File: src/rtl/mm_initiator_pkg.sv
// Shared encodings for the memory-mapped bus initiator: command ops, FSM states
// and the log2 helper used to size the poll attempt counter.
package mm_initiator_pkg;

    typedef enum logic [1:0] {
        OP_WRITE = 2'b00,
        OP_READ  = 2'b01,
        OP_POLL  = 2'b10,
        OP_RSVD  = 2'b11
    } op_e;

    typedef enum logic [2:0] {
        ST_IDLE     = 3'd0,
        ST_ISSUE_WR = 3'd1,
        ST_ISSUE_RD = 3'd2,
        ST_WAIT_RD  = 3'd3,
        ST_RESP     = 3'd4
    } state_e;

    // Bits needed to hold values 0..value-1 (minimum 1); callers pass N+1 to hold N.
    function automatic int log2(input int value);
        int result;
        int pow;
        result = 1;
        pow    = 1;
        for (int i = 1; i < 31; i++) begin
            pow = pow * 2;
            if (pow < value) begin
                result = i + 1;
            end
        end
        return result;
    endfunction

endpackage

File: src/rtl/mm_initiator.sv
// Single-outstanding-command initiator for the memory-mapped register port:
// write, read and poll-until-match, with registered bus strobes and fields.
module mm_initiator
    import mm_initiator_pkg::*;
#(
    parameter int DATA_WIDTH = 32,
    parameter int ADDR_WIDTH = 8,
    parameter int POLL_LIMIT = 1024
) (
    input  logic                    clock,
    input  logic                    reset,
    input  logic                    cmd_valid,
    output logic                    cmd_ready,
    input  logic [1:0]              cmd_op,
    input  logic [ADDR_WIDTH-1:0]   cmd_address,
    input  logic [DATA_WIDTH-1:0]   cmd_writeData,
    input  logic [DATA_WIDTH/8-1:0] cmd_byteEnable,
    input  logic [DATA_WIDTH-1:0]   cmd_mask,
    output logic                    resp_valid,
    input  logic                    resp_ready,
    output logic [DATA_WIDTH-1:0]   resp_data,
    output logic                    resp_timeout,
    output logic                    readEnable,
    output logic                    writeEnable,
    output logic [DATA_WIDTH/8-1:0] writeByteEnable,
    output logic [ADDR_WIDTH-1:0]   address,
    output logic [DATA_WIDTH-1:0]   writeData,
    input  logic [DATA_WIDTH-1:0]   readData
);

    localparam int BE_W  = DATA_WIDTH / 8;
    localparam int CNT_W = log2(POLL_LIMIT + 1);

    state_e                  state_r;
    state_e                  state_nxt_s;
    op_e                     op_r;
    logic [ADDR_WIDTH-1:0]   addr_r;
    logic [DATA_WIDTH-1:0]   wdata_r;
    logic [BE_W-1:0]         be_r;
    logic [DATA_WIDTH-1:0]   mask_r;
    logic [CNT_W-1:0]        cnt_r;

    logic                    accept_s;
    logic                    poll_match_s;
    logic                    cnt_last_s;
    logic                    is_poll_s;
    logic [ADDR_WIDTH-1:0]   addr_src_s;
    logic [DATA_WIDTH-1:0]   wdata_src_s;
    logic [BE_W-1:0]         be_src_s;

    assign accept_s     = cmd_valid && (state_r == ST_IDLE);
    assign is_poll_s    = (op_r == OP_POLL);
    // The compare value travels in the write-data register for polls.
    assign poll_match_s = (((readData ^ wdata_r) & mask_r) == {DATA_WIDTH{1'b0}});
    assign cnt_last_s   = (cnt_r == CNT_W'(1));
    assign addr_src_s   = (state_r == ST_IDLE) ? cmd_address    : addr_r;
    assign wdata_src_s  = (state_r == ST_IDLE) ? cmd_writeData  : wdata_r;
    assign be_src_s     = (state_r == ST_IDLE) ? cmd_byteEnable : be_r;

    // Next-state decode for the command sequencer.
    always_comb begin
        state_nxt_s = state_r;
        case (state_r)
            ST_IDLE: begin
                if (accept_s) begin
                    case (op_e'(cmd_op))
                        OP_WRITE: state_nxt_s = ST_ISSUE_WR;
                        OP_READ:  state_nxt_s = ST_ISSUE_RD;
                        OP_POLL:  state_nxt_s = ST_ISSUE_RD;
                        default:  state_nxt_s = ST_RESP;
                    endcase
                end else begin
                    state_nxt_s = ST_IDLE;
                end
            end
            ST_ISSUE_WR: state_nxt_s = ST_RESP;
            ST_ISSUE_RD: state_nxt_s = ST_WAIT_RD;
            ST_WAIT_RD: begin
                if (is_poll_s && !poll_match_s && !cnt_last_s) begin
                    state_nxt_s = ST_ISSUE_RD;
                end else begin
                    state_nxt_s = ST_RESP;
                end
            end
            ST_RESP: begin
                if (resp_ready) begin
                    state_nxt_s = ST_IDLE;
                end else begin
                    state_nxt_s = ST_RESP;
                end
            end
            default: state_nxt_s = ST_IDLE;
        endcase
    end

    // State register.
    always_ff @(posedge clock) begin
        if (reset) begin
            state_r <= ST_IDLE;
        end else begin
            state_r <= state_nxt_s;
        end
    end

    // Command latch and poll attempt counter.
    always_ff @(posedge clock) begin
        if (reset) begin
            op_r    <= OP_WRITE;
            addr_r  <= {ADDR_WIDTH{1'b0}};
            wdata_r <= {DATA_WIDTH{1'b0}};
            be_r    <= {BE_W{1'b0}};
            mask_r  <= {DATA_WIDTH{1'b0}};
            cnt_r   <= {CNT_W{1'b0}};
        end else if (accept_s) begin
            op_r    <= op_e'(cmd_op);
            addr_r  <= cmd_address;
            wdata_r <= cmd_writeData;
            be_r    <= cmd_byteEnable;
            mask_r  <= cmd_mask;
            cnt_r   <= CNT_W'(POLL_LIMIT);
        end else if (state_r == ST_WAIT_RD && is_poll_s && !poll_match_s) begin
            cnt_r   <= cnt_r - CNT_W'(1);
        end
    end

    // Bus outputs are set from the upcoming state so each strobe lasts one cycle.
    always_ff @(posedge clock) begin
        if (reset) begin
            writeEnable     <= 1'b0;
            readEnable      <= 1'b0;
            address         <= {ADDR_WIDTH{1'b0}};
            writeData       <= {DATA_WIDTH{1'b0}};
            writeByteEnable <= {BE_W{1'b0}};
        end else begin
            writeEnable     <= (state_nxt_s == ST_ISSUE_WR);
            readEnable      <= (state_nxt_s == ST_ISSUE_RD);
            address         <= (state_nxt_s == ST_ISSUE_WR || state_nxt_s == ST_ISSUE_RD)
                               ? addr_src_s : {ADDR_WIDTH{1'b0}};
            writeData       <= (state_nxt_s == ST_ISSUE_WR) ? wdata_src_s : {DATA_WIDTH{1'b0}};
            writeByteEnable <= (state_nxt_s == ST_ISSUE_WR) ? be_src_s : {BE_W{1'b0}};
        end
    end

    // Handshake flags and response payload.
    always_ff @(posedge clock) begin
        if (reset) begin
            cmd_ready    <= 1'b1;
            resp_valid   <= 1'b0;
            resp_data    <= {DATA_WIDTH{1'b0}};
            resp_timeout <= 1'b0;
        end else begin
            cmd_ready  <= (state_nxt_s == ST_IDLE);
            resp_valid <= (state_nxt_s == ST_RESP);
            if (accept_s) begin
                resp_data    <= {DATA_WIDTH{1'b0}};
                resp_timeout <= 1'b0;
            end else if (state_r == ST_WAIT_RD) begin
                resp_data    <= readData;
                resp_timeout <= is_poll_s && !poll_match_s && cnt_last_s;
            end
        end
    end

endmodule

File: config.mk
export PLATFORM = sky130hd
export DESIGN_NAME = mm_initiator
export DESIGN_NICKNAME = d
export VERILOG_FILES = /design/src/rtl/mm_initiator_pkg.sv /design/src/rtl/mm_initiator.sv
export SDC_FILE = /design/constraint.sdc
export NUM_CORES = 1
export LEC_CHECK = 0
export ABC_AREA = 1
export BUFFER_PORTS_ARGS = -buffer_cell sky130_fd_sc_hd__buf_2
export CAP_MARGIN = 5
export CORE_MARGIN = 2
export CORE_UTILIZATION = 47
export CTS_CLUSTER_SIZE = 12
export DETAILED_ROUTE_END_ITERATION = 6
export GPL_ROUTABILITY_DRIVEN = 0
export GPL_TIMING_DRIVEN = 1
export PLACE_DENSITY = 0.87
export RECOVER_POWER = 100
export SLEW_MARGIN = 25
export SYNTH_ARGS = -nofsm -noshare
export SYNTH_HDL_FRONTEND = slang
export SYNTH_SLANG_ARGS = --single-unit
File: constraint.sdc
create_clock -name clock -period 1.7 [get_ports clock]
set_input_delay 0.255 -clock clock [delete_from_list [all_inputs] [get_ports clock]]
set_output_delay 0.255 -clock clock [all_outputs]
set_load 0.005 [all_outputs]
# == Word level (Yosys, flattened, before mapping) ==
# Index checks and enable logic that the tools add are counted.
# W data, S select, Z words.
# op_classes
addsub,1
eq_ne,11
n_mux,10
n_bitwise,4
reduce_logical,18
# op_table
operator,count
$and A32 B32 Y32,1
$logic_not A32 Y1,1
$mux W32,1
$xor A32 B32 Y32,1
$mux W11,2
$pmux W3 S5,1
$eq A11 B1 Y1 const B,1
$sub A11 B1 Y11 const B,1
$eq A3 B2 Y1 const B,3
$mux W3,3
$mux W8,1
$reduce_or A2 Y1,4
$eq A3 B1 Y1 const B,2
$eq A3 B3 Y1 const B,2
$logic_and A1 B1 Y1,6
$logic_not A3 Y1,2
$pmux W3 S2,1
$eq A2 B2 Y1 const B,2
$mux W4,1
$eq A2 B1 Y1 const B,1
$logic_not A1 Y1,2
$logic_not A2 Y1,1
$not A1 Y1,2
$reduce_bool A2 Y1,1
$logic_or A1 B1 Y1,1
# totals
register_bits,173
word_cells,61

# == Longest topological paths before layout ==
# Gate-level depths: netlist of the first run.
# depth
word_depth,12
mapped_depth,15
depth_no_buf,14

# == Worst setup path before layout of the first run ==
# Ideal clock, no wire load.
# synth_path
path_kind,register to register
startpoint,register wdata_r[27]
endpoint,register writeByteEnable[0]
setup_time_ps,115
arrival_time_ps,1507
required_ps,1585
path_slack_ps,78
stages_incl_launch_ff,15
n_path_buf,1
path_cell_list,dfxtp_1 or2_1 nand3_1 nand2_1 nor2_1 nand2_1 nor2_2 nand2_2 nand3_1 nand2_1 nand2_2 nor2_8 inv_4 buf_6 a21oi_2
# synth_via
elab_chain_cells,11
# synth_rtl
item,line,rtl
from (decl),mm_initiator.sv:38,logic [DATA_WIDTH-1:0] wdata_r;
from (signal assigned),mm_initiator.sv:110,wdata_r <= {DATA_WIDTH{1'b0}};
from (signal assigned),mm_initiator.sv:117,wdata_r <= cmd_writeData;
$xor A32 B32 Y32,mm_initiator.sv:54,assign poll_match_s = (((readData ^ wdata_r) & mask_r) == {DATA_WIDTH{1'b0}});
$and A32 B32 Y32,mm_initiator.sv:54,
$logic_not A32 Y1,mm_initiator.sv:54,
$logic_not A1 Y1,mm_initiator.sv:79,if (is_poll_s && !poll_match_s && !cnt_last_s) begin
$logic_and A1 B1 Y1 (2 in series),mm_initiator.sv:79,
$mux W3,mm_initiator.sv:79,
$pmux W3 S5,mm_initiator.sv:63,case (state_r)
$eq A3 B1 Y1,mm_initiator.sv:140,writeByteEnable <= (state_nxt_s == ST_ISSUE_WR) ? be_src_s : {BE_W{1'b0}};
$not A1 Y1 (no source line),-,
$reduce_or A2 Y1 (no source line),-,
to (signal assigned),mm_initiator.sv:133,writeByteEnable <= {BE_W{1'b0}};
to (signal assigned),mm_initiator.sv:140,
to (decl),mm_initiator.sv:25,"output logic [DATA_WIDTH/8-1:0] writeByteEnable,"
# No other way between the ends.
# A chain may end at the register's enable or synchronous reset.

# == Final worst setup path of the first run ==
# layout_path
startpoint,register wdata_r[27]
endpoint,register writeData[12]
# layout_via
elab_chain_cells,11
# layout_rtl
item,line,rtl
$xor A32 B32 Y32,mm_initiator.sv:54,
$and A32 B32 Y32,mm_initiator.sv:54,
$logic_not A32 Y1,mm_initiator.sv:54,
$logic_not A1 Y1,mm_initiator.sv:79,
$logic_and A1 B1 Y1 (2 in series),mm_initiator.sv:79,
$mux W3,mm_initiator.sv:79,
$pmux W3 S5,mm_initiator.sv:63,
$eq A3 B1 Y1,mm_initiator.sv:139,writeData <= (state_nxt_s == ST_ISSUE_WR) ? wdata_src_s : {DATA_WIDTH{1'b0}};
$not A1 Y1 (no source line),-,
$reduce_or A2 Y1 (no source line),-,
to (signal assigned),mm_initiator.sv:132,writeData <= {DATA_WIDTH{1'b0}};
to (signal assigned),mm_initiator.sv:139,
to (decl),mm_initiator.sv:27,"output logic [DATA_WIDTH-1:0] writeData,"
# No other way between the ends.

==> metrics, run 1 <==
setup TNS=-6.26 ns; htree depth=4; DRC viols=0; routed vias=7059; number of vias per cell=5.23; antenna violations before repair=1; Synth Flop Type=dfxtp_1; VDD IR-drop max=0.000621 V; Placement Setup Slack=-0.228 ns; Iter 0 DRT Violations=514; Pre-Repair DR Iteration Count=5; critical path data arrival time=around 2.2 ns; Clock transition at path regs=0.07 ns; top cells by count, synth=nand2_1 (287), dfxtp_1 (173), inv_1 (87); initial core utilization=48.0%; Post-Route Utilization=63.9%; design area=0.00925 mm2; Crit path required time=2.06 ns; first-pass GRT wire length=32700 um; Psw=2.94 mW; Mapped Nets=between 1k and 1.5k; max cap viols=0; Worst-Margin Slew=0.475 ns; clock tree buffer depth=2; synthesized cell area=~0.0069 mm2; final clock skew=0.0112 ns; largest net degree at the start of global routing=between 80 and 90; power share of the combinational group=18.3%; ANT nets after route=0; clock root cell=clkbuf_16; ratio of final minimum period to clock period=109%; power per cell area=1070 mW/mm2; overall die width=126 um; Unique masters post-synth=34; fin. max-slew vios=0; HP Class=primary input to flip-flop; Reg power frac=44.8%; Cell Rows=44; post-synthesis register bit count=about 170; hold path depth=3; top-count cell post-synth=nand2_1; final setup violation count=58; CP max FO=7; Num Clock Sinks=approximately 170; area of the die=0.0158 mm2; internal power=7.00 mW; Synth Instances=918; synthesis-to-layout area growth=33.1%; Synth top area share=49.8%; r2r worst-path depth=15; Fillers=1226; ys async rst share=0%; Final HPWL DP=14200 um; Hold-fix buffers, CTS=0; register area=around 0.0035 mm2; cell leakage power=about 4.1 nW; sw frac=a little under 30%; clock network power share=36.9%; EDFF count, synth=0; vias in the first global route=a little under 7k; Total GRT Usage=26.0%; DIE HEIGHT=126 um; IO Count=slightly below 200; Syn Area/Cell=around 7.6 um2; sequential share of the synthesized area=49.8%; Nets=1271; status=finished, violations left; Slew HR=between 60% and 70%; fmax=approximately 0.54 GHz; Startpoint Class=flip-flop; CTS tree=built; CTS Buf Count=17; routed len/inst=15.3 um; RSZ-0062 raised after global routing=true; leading area contributor after synthesis=dfxtp_1; area post-placement=0.00849 mm2; Post-Route WL=20700 um; Synth area leaders=dfxtp_1 (50%), nand2_1 (16%), nand3_1 (6.0%); layout cells sized above 1=30.3%; Tmin final=about 1.9 ns; fin worst setup slack=-0.156 ns; GRT Residual Overflow=0; Yosys Warn Count=0; I/O Buffers=194; Final Hold Fails=0; number of inserted diodes=0; CORE AREA=0.0145 mm2; Multi-input gate area=0.00310 mm2; failing checks=setup timing; clk_lat worst skew=0.43 ns; Crit Path Category=flip-flop to flip-flop; Worst setup EP type=flip-flop
-- logic make-up after synthesis --
logic type | count (synthesis) | synth area share (%)
AO/OA/AOI/OAI | 172 | 14.8
AND/OR/NAND/NOR | 425 | 26.0
XOR/XNOR | 5 | 0.630
buffers and inverters | 139 | 7.98
adder cells (fa/ha/maj) | 4 | 0.720
flip-flops | 173 | 49.8
-- routing by layer --
layer | global-route usage, % | share of wire [%] | wire length [um]
met5 | 0 | 0 | 0
met2 | 43.7 | 48 | 9900
met4 | 12.4 | 2.9 | 601
met1 | 32.2 | 42 | 8660
met3 | 4.84 | 7.3 | 1520
-- per-stage QoR --
step	total power, mW	hold WS (ns)	std cells
floorplan	5.53	0.404	918
global placement	6.19	0.446	1313
detailed placement	6.25	0.450	1313
CTS	9.92	0.0730	1347
global route	10.4	0.0888	1350
finish	9.94	0.0872	1350
-- worst max-delay path, stage by stage, from the launching register on --
cell       delay, ns
dfxtp_2         0.33
buf_4           0.13
nand2_1         0.08
nand3_2         0.10
nand2_2         0.08
nor2_1          0.04
nand2_1         0.06
nor2_2          0.05
nand2_2         0.10
nand3_1         0.09
nand2_2         0.12
nand2_4         0.08
nor2_8          0.18
inv_8           0.07
clkbuf_16       0.17
a21oi_2         0.10
-- worst paths after layout --
check                             startpoint             to  slack (ns)
worst max register to register   wdata_r[27]  writeData[12]       -0.16
worst min register to register  resp_data[7]   resp_data[7]        0.46
worst min-delay path             readData[9]   resp_data[9]        0.09
worst max-delay path             wdata_r[27]  writeData[12]       -0.16
-- state kept, by name (all words and copies together), names as in the netlist, 3 cells and up --
signal	count
cnt_r	11
writeData	32
address	8
be_r	4
resp_data	32
mask_r	32
writeByteEnable	4
addr_r	8
wdata_r	32
state_r	3
-- power groups by stage --
stage	sequential (mW)	combinational [mW]	clock, mW
floorplan	4.51	1.02	0
finish	4.46	1.82	3.67
global route	4.48	2.00	3.90
CTS	4.45	1.75	3.72
global placement	4.52	1.67	0
detailed placement	4.53	1.72	0
-- layout make-up --
| type | count | share of cell area (%) |
|---|---|---|
| Clock buffer | 19 | 4.68 |
| Clock inverter | 13 | 1.27 |
| Inverter | 92 | 3.84 |
| Multi-Input combinational cell | 606 | 33.5 |
| Sequential cell | 173 | 37.6 |
| Tap cell | 184 | 2.49 |
| Timing Repair Buffer | 263 | 16.6 |
-- cell usage in the layout, fill, tap and decap left out, types with 11 or more instances in the layout --
cell type    n
a21oi_1     74
nand3_1     77
o21ai_0     19
dfxtp_2     11
a21oi_2     34
inv_1       86
o22ai_1     36
buf_4       60
nand2_1    280
clkbuf_1    28
buf_2      165
nor2_1      26
dfxtp_1    162
clkbuf_16   19
-- repair_timing --
item,CTS,global route
resized for setup,9,45
setup buffers,2,1
gates cloned,0,2
setup endpoints to repair,50,61
pin swaps,4,10
(Power assumes the default switching activity.)
==> run 2, diff against run 1 <==
Settings changed: TNS_END_PERCENT set to 20.
==> run 2 against run 1 <==
The flow still finishes with violations (setup timing). Largest cell class unchanged. Power is 0.19% lower. Setup slack gained 0.0065 ns. Die area unchanged. Maximum frequency is 0.35% higher. Utilization fell by 0.31 points. Cell count is 0.15% lower. Via count hardly changed. Non-clock buffer count down 2. Critical path type unchanged. Critical endpoint unchanged. Sequential cell count unchanged. Combinational power hardly changed. Final area is 0.49% lower.
==> metrics, run 2 (synthesis gave the netlist of run 1 again) <==
status=finished, violations left; failing checks=setup timing; Multi-input gate area=0.00307 mm2; Num Clock Sinks=approximately 170; Placement Setup Slack=-0.228 ns; first-pass GRT wire length=roughly 33000 um; commonest cells after routing, fill and taps aside=nand2_1 (280), buf_2 (165), dfxtp_1 (162), inv_1 (86), nand3_1 (78); Iter 0 DRT Violations=612; CP max FO=7; origin of the critical flop-to-flop path=wdata_r[27]; fin worst setup slack=-0.149 ns; Crit Path Category=flip-flop to flip-flop; Final HPWL DP=14200 um; Worst Setup SP=wdata_r[27]; overall die width=126 um; Total GRT Usage=a little over a quarter; clock tree buffer depth=2; number of vias per cell=5.23; setup TNS=-5.64 ns; GRT Residual Overflow=0; CORE AREA=0.0145 mm2; hold path depth=3; IO Count=195; critical path data arrival time=2.21 ns; Nets=1269; Crit path required time=2.06 ns; fmax=roughly 0.54 GHz; number of inserted diodes=0; commonest non-fill, non-tap cell in the layout=nand2_1; Startpoint Class=flip-flop; register area=0.00348 mm2; Tmin final=about 1.8 ns; DIE HEIGHT=~130 um; synthesis-to-layout area growth=32.4%; r2r worst-path depth=13; cell leakage power=4.07 nW; Post-Route WL=20700 um; ANT nets after route=0; routed vias=7055; antenna violations before repair=1; Cell Rows=44; hold endpoint=resp_data[9]; final clock skew=0.0112 ns; Worst R2R End=writeData[12]; area of the die=0.0158 mm2; clk_lat worst skew=0.43 ns; HP Class=primary input to flip-flop; max cap viols=0; fin. max-slew vios=0; VDD IR-drop max=0.000618 V; flop-to-flop setup slack=-0.15 ns; Pre-Repair DR Iteration Count=7; htree depth=4; Post-Route Utilization=a little under two thirds; Slew HR=67.2%; CTS Buf Count=17; vias in the first global route=6796; largest net degree at the start of global routing=85; ratio of final minimum period to clock period=109%; Power, Total=9.92 mW; routed len/inst=~15 um; clock root cell=clkbuf_16; initial core utilization=48.0%; layout cells sized above 1=29.8%; power per cell area=1080 mW/mm2; CTS tree=built; Worst setup EP type=flip-flop; Final Hold Fails=0; I/O Buffers=around 190; HP Start=readData[9]; Hold-fix buffers, CTS=0; RSZ-0062 raised after global routing=true; Clock transition at path regs=0.07 ns; final setup violation count=between 50 and 60; Worst-Margin Slew=0.492 ns; Fillers=1232; DRC viols=0
==> run 2: cell count changes in the layout (fill, tap and decap cells not counted), sizes merged <==
| cell | before | now |
|---|---|---|
| buf | 234 | 232 |
==> run 2: final cells by class <==
cell class	count	share of cell area, %
clock buffers	19	4.70
inverters	92	3.86
well taps	184	2.50
clock inverters	13	1.28
multi-input cells	606	33.4
repair buffers	261	16.5
flip-flops and latches	173	37.8
==> run 2: layer usage <==
metal	share of wire (%)	wire, um	track usage, %	vias up
met1	41	8560	32.3	3237
met2	48	9980	43.7	338
met3	7.5	1560	4.84	52
met5	0	0	0	-
met4	3.0	618	12.4	0
li1	-	-	-	3428
==> run 2: report_power, final <==
part / internal, mW / switching [mW] / leakage, nW
logic: 0.651 / 1.15 / 2.39
clock network: 2.02 / 1.64 / 0.267
registers: 4.32 / 0.139 / 1.41
total: 6.99 / 2.93 / 4.07
==> run 2: worst max path at each step <==
stage                              end  slack, ns  cells past startpoint
floorplan           writeByteEnable[0]       0.08                     14
global placement         writeData[14]      -0.20                     15
detailed placement       writeData[28]      -0.23                     15
CTS                       writeData[2]      -0.16                     13
global route              writeData[0]      -0.29                     13
finish                   writeData[12]      -0.15                     13
==> run 2: what timing repair did <==
action / 4_1_cts / 5_1_grt
hold endpoints to repair: 0 / 0
setup endpoints to repair: 50 / 61
resized for setup: 9 / 37
buffers inserted: 1 / 0
cloned: 0 / 2
pin swaps: 2 / 8
==> run 2: per-stage QoR <==
| step | area (um2) | cells | hold WS, ns |
|---|---|---|---|
| after global routing | 9200 | 1348 | 0.0888 |
| after floorplan | 6950 | 918 | 0.404 |
| after CTS | 9080 | 1346 | 0.0730 |
| final | 9200 | 1348 | 0.0904 |
| after global placement | 8490 | 1313 | 0.446 |
| after detailed placement | 8490 | 1313 | 0.450 |
==> run 2: critical path: stages, from the launching register on <==
cell and delay, ns:
dfxtp_2 0.33, or2_1 0.24, nand3_2 0.09, nand2_2 0.06, nor2_1 0.08, nand2_1 0.06
nor2_2 0.11, nand2_2 0.10, nand4_4 0.10, nand3_4 0.11, nor2_8 0.16, inv_8 0.07
clkbuf_16 0.17, a21oi_2 0.10
==> run 3, diff against run 2 <==
Settings changed: CELL_PAD_IN_SITES_DETAIL_PLACEMENT set to 1, CELL_PAD_IN_SITES_GLOBAL_PLACEMENT set to 2, CORE_UTILIZATION 47 to 26, SETUP_SLACK_MARGIN set to 0.2.
==> run 3 against run 2 <==
The run ends with DRC, setup timing left. Setup slack got worse by 0.066 ns. Largest power group unchanged. Clock power increased by 6.5%. Utilization decreased by 27 points. Critical path depth increased by 1. Critical endpoint is now address[7].
==> metrics, run 3 (synthesis gave the netlist of run 1 again) <==
clock root cell=clkbuf_16; commonest cells after routing, fill and taps aside=nand2_1 (273), dfxtp_1 (160), buf_2 (150), inv_1 (85), a21oi_1 (75); clock tree buffer depth=2; failing checks=DRC, setup timing; placed cells=1475; I/O Buffers=about 190; Iter 0 DRT Violations=358; DRC viols=16; status=finished, violations left; Total GRT Usage=~18%; WHS=0.0703 ns; Post-Route Utilization=36.8%; VDD IR-drop max=0.000506 V; htree depth=4; Crit path required time=2.02 ns; initial core utilization=26.6%; fin worst setup slack=-0.216 ns; final setup violation count=between 100 and 150; HP Class=primary input to flip-flop; IO Count=a little under 200; Clock transition at path regs=0.08 ns; overall die width=167 um; register area=around 0.0035 mm2; Final HPWL DP=about 18000 um; Post-Route WL=25300 um; cell leakage power=4.11 nW; first-pass GRT wire length=between 30000 and 40000 um; synthesis-to-layout area growth=38.3%; GRT Residual Overflow=0; CP max FO=8; fin. max-slew vios=0; CTS tree=built; DIE HEIGHT=167 um; Worst-Margin Slew=0.510 ns; Hold-fix buffers, CTS=0; Final Hold Fails=0; Tmin final=1.92 ns; hold path depth=2; layout cells sized above 1=a little under a third; Multi-input gate area=0.00316 mm2; Num Clock Sinks=173; number of inserted diodes=0; Fillers=3291; Crit Path Category=flip-flop to flip-flop; Pre-Repair DR Iteration Count=6; RSZ-0062 raised after global routing=true; fmax=0.522 GHz; ratio of final minimum period to clock period=113%; critical path data arrival time=2.23 ns; routed vias=roughly 7k; power per cell area=1080 mW/mm2; area of the die=0.0281 mm2; final clock skew=0.0161 ns; commonest non-fill, non-tap cell in the layout=nand2_1; Startpoint Class=flip-flop; number of vias per cell=4.64; CTS Buf Count=17; routed len/inst=approximately 17 um; vias in the first global route=~7.3k; clk_lat worst skew=0.43 ns; antenna violations before repair=2; max cap viols=0; Nets=1279; Final Instance Count excl. Fillers=1509; largest net degree at the start of global routing=roughly 50; r2r worst-path depth=14; Worst setup EP type=flip-flop; ANT nets after route=0; Slew HR=66.0%; CORE AREA=0.0261 mm2; Cell Rows=59
## run 3: changes by cell type in the layout (fill, tap and decap cells not counted), moves of 5 or more
cell / previous run / this run
buf_2: 165 / 150
buf_4: 59 / 65
clkbuf_1: 28 / 42
nand2_1: 280 / 273
nand3_1: 78 / 72
nand3_2: 6 / 11
nor2_1: 27 / 22
## run 3: final timing paths
kind,slack [ns],start,to
setup / recovery,-0.22,wdata_r[27],address[7]
hold / removal,0.07,reset,op_r[0]
setup reg to reg,-0.22,wdata_r[27],address[7]
hold reg to reg,0.46,resp_data[13],resp_data[13]
## run 3: layer usage
layer | vias up | track usage [%] | part of all wire, %
met5 | - | 0 | 0.044
met1 | 3377 | 23.3 | 46
li1 | 3453 | - | -
met3 | 17 | 4.02 | 5.1
met2 | 156 | 30.6 | 48
met4 | 2 | 4.27 | 0.85
## run 3: final cells by class
class | instances | share of cell area (%)
clock buffer | 18 | 4.46
sequential | 173 | 36.2
multi-input combinational | 606 | 32.9
timing repair buffer | 271 | 16.8
clock inverter | 14 | 1.52
tap | 335 | 4.36
inverter | 92 | 3.72
## run 3: repair_timing
item	in CTS	in global routing
cloned	0	1
pin swaps	15	9
resized for setup	48	26
setup buffers	1	0
endpoints found under the setup margin	172	172
## run 3: through the flow
step           total power, mW  setup slack [ns]  setup TNS [ns]  area (um2)
3_3_place_gp              6.39            -0.352          -17.87        8830
2_1_floorplan             5.55             0.107               0        6990
5_1_grt                   10.9            -0.342          -27.69        9610
6_report                  10.3            -0.216          -11.37        9610
4_1_cts                   10.4            -0.220           -8.98        9570
3_5_place_dp              6.44            -0.461          -22.97        8830
## run 3: power breakdown
group          leakage [nW]  internal, mW  switching (mW)
Combinational          2.42         0.721            1.25
Sequential             1.41          4.32           0.142
Clock                 0.276          2.08            1.83
Total                  4.11          7.12            3.22
## run 3: critical path, cell delays in order, from the launching register on
cell and delay, ns:
dfxtp_2 0.32, or2_1 0.23, nand3_2 0.11, nand2_2 0.09, nor2_2 0.08, nand2_1 0.06, nor2_2 0.09, nand2_2 0.12
nand3_2 0.09, nand2_2 0.07, nand2_4 0.10, nor2_8 0.05, buf_6 0.11, nor2_4 0.20, nor2_1 0.06
